==> src/rtl/euc_sched_pkg.sv <==
// euc_sched_pkg: shared types, defaults and the round-robin helper for the eucHW scheduler.
package euc_sched_pkg;

  typedef enum logic [2:0] {
    IDLE  = 3'd0,
    START = 3'd1,
    RUN   = 3'd2,
    RESP  = 3'd3,
    FLUSH = 3'd4
  } state_e;

  localparam int unsigned DEF_TIMEOUT = 1024;
  localparam int unsigned MAX_REQ     = 8;
  localparam int unsigned IDX_W       = 3;

  // First set bit of req searching from ptr+1 upward, wrapping at n; returns ptr when req is empty.
  function automatic logic [IDX_W-1:0] rr_next(input logic [IDX_W-1:0] ptr,
                                               input logic [MAX_REQ-1:0] req,
                                               input int unsigned n);
    logic [IDX_W-1:0] win;
    int               idx;
    win = ptr;
    for (int k = int'(MAX_REQ); k >= 1; k--) begin
      if (k <= int'(n)) begin
        idx = int'(ptr) + k;
        if (idx >= int'(n)) idx = idx - int'(n);
        if (req[IDX_W'(idx)]) win = IDX_W'(idx);
      end
    end
    return win;
  endfunction

endpackage

==> src/rtl/euc_rr_pick.sv <==
// euc_rr_pick: combinational round-robin picker over N_REQ request lines.
module euc_rr_pick
  import euc_sched_pkg::*;
#(
  parameter int unsigned N_REQ = 2,
  localparam int unsigned SEL_W = (N_REQ > 1) ? $clog2(N_REQ) : 1
) (
  input  logic [N_REQ-1:0] req,
  input  logic [SEL_W-1:0] ptr,
  output logic [SEL_W-1:0] winner,
  output logic             any
);

  logic [MAX_REQ-1:0] req_pad;

  // Widen the request vector and search from the slot after the last grant.
  always_comb begin
    req_pad            = '0;
    req_pad[N_REQ-1:0] = req;
    winner             = SEL_W'(rr_next(IDX_W'(ptr), req_pad, N_REQ));
    any                = |req;
  end

endmodule

==> src/rtl/euc_core_sched.sv <==
// euc_core_sched: round-robin sharing of one ap_ctrl_hs eucHW core with watchdog.
// Optional performance counters are enabled by defining EUC_SCHED_PERF_EN.
module euc_core_sched
  import euc_sched_pkg::*;
#(
  parameter int unsigned N_REQ   = 2,
  parameter int unsigned DATA_W  = 32,
  parameter int unsigned TO_W    = 16,
  parameter int unsigned TIMEOUT = DEF_TIMEOUT,
  localparam int unsigned SEL_W  = (N_REQ > 1) ? $clog2(N_REQ) : 1
) (
  input  logic              clock,
  input  logic              reset,
  input  logic [N_REQ-1:0]  req_valid,
  output logic [N_REQ-1:0]  req_ready,
  output logic [SEL_W-1:0]  core_sel,
  output logic              ap_start,
  input  logic              ap_ready,
  input  logic              ap_done,
  input  logic [DATA_W-1:0] ap_return,
  output logic [N_REQ-1:0]  rsp_valid,
  input  logic [N_REQ-1:0]  rsp_ready,
  output logic [DATA_W-1:0] rsp_data,
  output logic              rsp_err,
  output logic              busy
`ifdef EUC_SCHED_PERF_EN
  ,
  output logic [31:0]       perf_jobs,
  output logic [TO_W-1:0]   perf_last_lat
`endif
);

  state_e            state_q, state_d;
  logic [SEL_W-1:0]  ptr_q, ptr_d, core_sel_d, pick_winner;
  logic              pick_any;
  logic [TO_W-1:0]   wd_q, wd_d;
  logic              drain_q, drain_d;
  logic [N_REQ-1:0]  req_ready_d, rsp_valid_d, sel_oh;
  logic              ap_start_d, rsp_err_d, busy_d;
  logic [DATA_W-1:0] rsp_data_d;
  logic              wd_expire, rsp_accept;

  euc_rr_pick #(.N_REQ(N_REQ)) u_pick (
    .req    (req_valid),
    .ptr    (ptr_q),
    .winner (pick_winner),
    .any    (pick_any)
  );

  assign sel_oh     = N_REQ'(1) << core_sel;
  assign rsp_accept = |(rsp_ready & sel_oh);
  assign wd_expire  = (wd_q == TO_W'(TIMEOUT - 1));

  // State register.
  always_ff @(posedge clock or negedge reset) begin
    if (!reset) state_q <= IDLE;
    else        state_q <= state_d;
  end

  // Next-state decode; ap_done has priority over the watchdog.
  always_comb begin
    state_d = state_q;
    case (state_q)
      IDLE:  if (pick_any) state_d = START;
      START: if (ap_ready) state_d = ap_done ? RESP : RUN;
      RUN:   if (ap_done || wd_expire) state_d = RESP;
      RESP:  if (rsp_accept) state_d = (drain_q && !ap_done) ? FLUSH : IDLE;
      FLUSH: if (ap_done) state_d = IDLE;
      default: state_d = IDLE;
    endcase
  end

  // Next values of the registered outputs, watchdog and drain flag.
  always_comb begin
    req_ready_d = '0;
    ap_start_d  = ap_start;
    core_sel_d  = core_sel;
    ptr_d       = ptr_q;
    wd_d        = wd_q;
    drain_d     = drain_q;
    rsp_valid_d = rsp_valid;
    rsp_data_d  = rsp_data;
    rsp_err_d   = rsp_err;
    busy_d      = (state_d != IDLE);
    case (state_q)
      IDLE: begin
        if (pick_any) begin
          req_ready_d = N_REQ'(1) << pick_winner;
          core_sel_d  = pick_winner;
          ptr_d       = pick_winner;
          ap_start_d  = 1'b1;
        end
      end
      START: begin
        if (ap_ready) begin
          ap_start_d = 1'b0;
          wd_d       = '0;
          if (ap_done) begin
            rsp_data_d  = ap_return;
            rsp_err_d   = 1'b0;
            rsp_valid_d = sel_oh;
          end
        end
      end
      RUN: begin
        if (ap_done) begin
          rsp_data_d  = ap_return;
          rsp_err_d   = 1'b0;
          rsp_valid_d = sel_oh;
        end else if (wd_expire) begin
          rsp_data_d  = '0;
          rsp_err_d   = 1'b1;
          rsp_valid_d = sel_oh;
          drain_d     = 1'b1;
        end else begin
          wd_d = wd_q + TO_W'(1);
        end
      end
      RESP: begin
        if (ap_done) drain_d = 1'b0;
        if (rsp_accept) rsp_valid_d = '0;
      end
      FLUSH: begin
        if (ap_done) drain_d = 1'b0;
      end
      default: ;
    endcase
  end

  // Output and datapath registers.
  always_ff @(posedge clock or negedge reset) begin
    if (!reset) begin
      req_ready <= '0;
      ap_start  <= 1'b0;
      core_sel  <= '0;
      ptr_q     <= SEL_W'(N_REQ - 1);
      wd_q      <= '0;
      drain_q   <= 1'b0;
      rsp_valid <= '0;
      rsp_data  <= '0;
      rsp_err   <= 1'b0;
      busy      <= 1'b0;
    end else begin
      req_ready <= req_ready_d;
      ap_start  <= ap_start_d;
      core_sel  <= core_sel_d;
      ptr_q     <= ptr_d;
      wd_q      <= wd_d;
      drain_q   <= drain_d;
      rsp_valid <= rsp_valid_d;
      rsp_data  <= rsp_data_d;
      rsp_err   <= rsp_err_d;
      busy      <= busy_d;
    end
  end

`ifdef EUC_SCHED_PERF_EN
  logic perf_hit;
  assign perf_hit = ap_done && ((state_q == RUN) || ((state_q == START) && ap_ready));

  // Completed-job counter and latency of the most recent completion.
  always_ff @(posedge clock or negedge reset) begin
    if (!reset) begin
      perf_jobs     <= '0;
      perf_last_lat <= '0;
    end else if (perf_hit) begin
      perf_jobs     <= perf_jobs + 32'd1;
      perf_last_lat <= (state_q == RUN) ? wd_q : '0;
    end
  end
`endif

endmodule

==> config.mk <==
export PLATFORM = sky130hd
export DESIGN_NAME = euc_core_sched
export DESIGN_NICKNAME = d
export VERILOG_FILES = /design/src/rtl/euc_sched_pkg.sv /design/src/rtl/euc_rr_pick.sv /design/src/rtl/euc_core_sched.sv
export SDC_FILE = /design/constraint.sdc
export NUM_CORES = 1
export LEC_CHECK = 0
export CAP_MARGIN = 20
export CORE_MARGIN = 2
export CORE_UTILIZATION = 30
export CTS_BUF_LIST = sky130_fd_sc_hd__clkbuf_4 sky130_fd_sc_hd__clkbuf_8 sky130_fd_sc_hd__clkbuf_16
export DETAILED_ROUTE_END_ITERATION = 8
export SYNTH_ARGS = -nofsm -noshare
export SYNTH_HDL_FRONTEND = slang
export SYNTH_SLANG_ARGS = --single-unit
==> constraint.sdc <==
create_clock -name clock -period 2.7 [get_ports clock]
set_input_delay 0.27 -clock clock [delete_from_list [all_inputs] [get_ports clock]]
set_output_delay 0.27 -clock clock [all_outputs]
set_load 0.02 [all_outputs]
==> flow_summary.toml <==
[placement]
io_buffers = 79
pre_cts_ws_ns = 0.473
globalplace.congestion = 0.746
hpwl_um = 4770

[route]
vias_per_cell = 4.91
vias = 2448
drt_iter0_drc = 98
wl_um = 6880
firstDrtPassIters = 4
wl_per_cell_um = 13.8
ant_nets = 0
route.detailed.drc = 0

[yosys]
synth.distinct_cells = 44
async_flop_share = 1.00
syn_inst = 303
synth-edff-count = 0
synth-seq-cells = 61
syn_area_um2 = 2790
syn_area_per_cell_um2 = 9.21
yosys_warnings = 0
synth_nets = 344
synth_ff_type = "dfrtp_1"
synth.yosys.seq_area_share = 0.548

[die]
die_x_um = 100
core_area_um2 = 9150
num_io_pins = 80
initial_core_util = 0.305
die_h_um = 100
num_rows = 35
die-area_um2 = 10100

[timing]
fin_crit_ns = 2.22
max_slew_margin = 0.486
worst_slack_ns = 0.476
finalCritPeriodShare = 0.824
maxSlewViolCount = 0
setup_tns_ns = 0
finalSetupViolCount = 0
fmax_mhz = 450
clock_skew_ns = 0.0118
finalHoldViolations = 0
rsz0062_at_grt = "no"
worstMarginPinSlew_ns = 0.771

[power]
p_clk_frac = 0.252
power.switching_uw = 1460
peakVddDrop_v = 0.000546
leakage_uw = 0.00173
internal_power_uw = 2700
combPwrFrac = 0.400
p_per_area_nw_per_um2 = 1050
pwr-share-seq = 0.348
p_sw_frac = 0.351

[clocking]
cts_setup_buffers = 0
cts_sinks = 61
cts_buffers = 9
clk_latency_ns = 0.34
cts.clk_slew.worst_paths_ns = 0.07
cts_htree_levels = 3
cts_resized = 0
clockRootBuffer = "clkbuf_8"
cts_tree = "built"
cts_hold_buffers = 0
clockBufferDepth = 2

[global_route]
grt-ovfl-total = 0
antenna_found_initial = 0
met1_usage = 0.194
grtUsageMet2 = 0.225
grt_pass1_vias = 2431
grt_max_degree = 34
track_usage = 0.144
top_usage_layer = "met2"
use_met3 = 0.0376
grt_pass1_wl_um = 11700

[cells_and_area]
fill_cells = 901
final_common_cell = "nand2_1"
area_growth_pct = 42.2
nets = 424
layout-drive-gt1-share = 0.0825
final_cell_mix = "nand2_1 (83), clkdlybuf4s50_1 (78), dfrtp_1 (60)"
insertedDiodeCount = 0

[min_path]
hold_path.class = "in -> async"

[setup_path]
path_class = "reg -> reg"
worstPathArrival_ns = 2.44
cp.required_ns = 2.91
r2r_start = "wd_q[12]$_DFFE_PN0P_"
cp_max_fo = 20
cp-end-kind = "flop"
crit_start = "wd_q[12]$_DFFE_PN0P_"
critPathLaunchType = "flop"

[run_status]
status = "completed"

[flow_run]
maxCapViolations = 0
## flip-flops by register name, summed over array words and instances, names as in the netlist
name / flops
wd_q: 16
rsp_valid: 2
ptr_q: 1
drain_q: 1
core_sel: 1
req_ready: 2
ap_start: 1
rsp_data: 32
rsp_err: 1
state_q: 3
busy: 1
## layer usage
metal	wire, µm	share of wire
met1	3160	0.46
met2	3180	0.46
met3	429	0.062
met4	100	0.015
met5	0	0
## cells by family after synthesis
logic type / after synthesis / share of synthesized area
muxes: 1 / 0.00404
buffers and inverters: 21 / 0.0332
DFF: 61 / 0.548
and+or+nand+nor: 142 / 0.248
AOI/OAI and AO/OA: 71 / 0.144
xor gates and xnor gates: 6 / 0.0188
adders and majority gates: 1 / 0.00448
## worst max-delay path: stages (launching register included)
cell,delay [ns]
dfrtp_1,0.41
or4_1,0.55
nor3_2,0.18
and3_1,0.51
buf_4,0.33
o21ai_1,0.12
## area by class of cell
class	count	area (µm²)	area share
tap	111	139	0.0350
timing repair buffer	87	858	0.216
multi-input combinational	221	1170	0.295
clock inverter	3	90.1	0.0227
inverter	3	11.3	0.00284
sequential	61	1530	0.385
clock buffer	13	173	0.0435
## synth_stat cells, types with 2 or more instances
| cell | number | area share |
|---|---|---|
| inv_1 | 3 | 0.0040 |
| o21ai_0 | 6 | 0.011 |
| and3_1 | 6 | 0.013 |
| xor2_1 | 3 | 0.0094 |
| dfrtp_1 | 60 | 0.54 |
| nand2_1 | 83 | 0.11 |
| xnor2_1 | 3 | 0.0094 |
| nand3_1 | 3 | 0.0054 |
| or3_1 | 6 | 0.013 |
| buf_4 | 2 | 0.0054 |
| nor2b_1 | 2 | 0.0045 |
| nand4_1 | 8 | 0.018 |
| nor3_1 | 2 | 0.0036 |
| nand3b_1 | 3 | 0.0081 |
| nand2b_1 | 2 | 0.0045 |
| nor4_1 | 2 | 0.0045 |
| a21o_1 | 2 | 0.0054 |
| nor2_1 | 15 | 0.020 |
| buf_2 | 5 | 0.0090 |
| or4_1 | 2 | 0.0054 |
| clkbuf_1 | 11 | 0.015 |
| a21boi_1 | 2 | 0.0054 |
| a21oi_1 | 11 | 0.020 |
| o31ai_1 | 2 | 0.0054 |
| a32o_1 | 2 | 0.0072 |
| o21ai_1 | 38 | 0.068 |
| o211ai_1 | 2 | 0.0054 |
## path summary, 6_finish.rpt
path                                                  to  slack, ns  cells past startpoint
max in group asynchronous       rsp_data[26]$_DFFE_PN0P_       2.05                      2
worst max-delay path             rsp_data[0]$_DFFE_PN0P_       0.48                      5
min in group clock              rsp_data[21]$_DFFE_PN0P_       0.47                      3
worst min register to register      ap_start$_DFFE_PN0P_       0.49                      2
worst min-delay path                state_q[1]$_DFF_PN0_      0.005                      1
worst max register to register   rsp_data[0]$_DFFE_PN0P_       0.48                      5
## power by group through the flow
stage | Sequential (µW) | Clock, µW | Combinational (µW)
after global placement | 1450 | 0 | 1650
after CTS | 1450 | 1070 | 1680
after global routing | 1500 | 1110 | 1820
after detailed placement | 1470 | 0 | 1680
after floorplan | 1720 | 0 | 633
final | 1450 | 1050 | 1660
## stage by stage
stage / hold slack, ns / total power (µW) / utilization / std cells / area (µm²)
floorplan: -0.0256 / 2350 / - / 303 / 2790
global placement: 0.384 / 3110 / 0.405 / 483 / 3710
detailed placement: 0.394 / 3140 / 0.405 / 483 / 3710
CTS: 0.0280 / 4210 / 0.434 / 499 / 3970
global route: 0.0637 / 4430 / 0.434 / 499 / 3970
finish: 0.00491 / 4160 / 0.434 / 499 / 3970
Power figures use the tool's default switching activity.
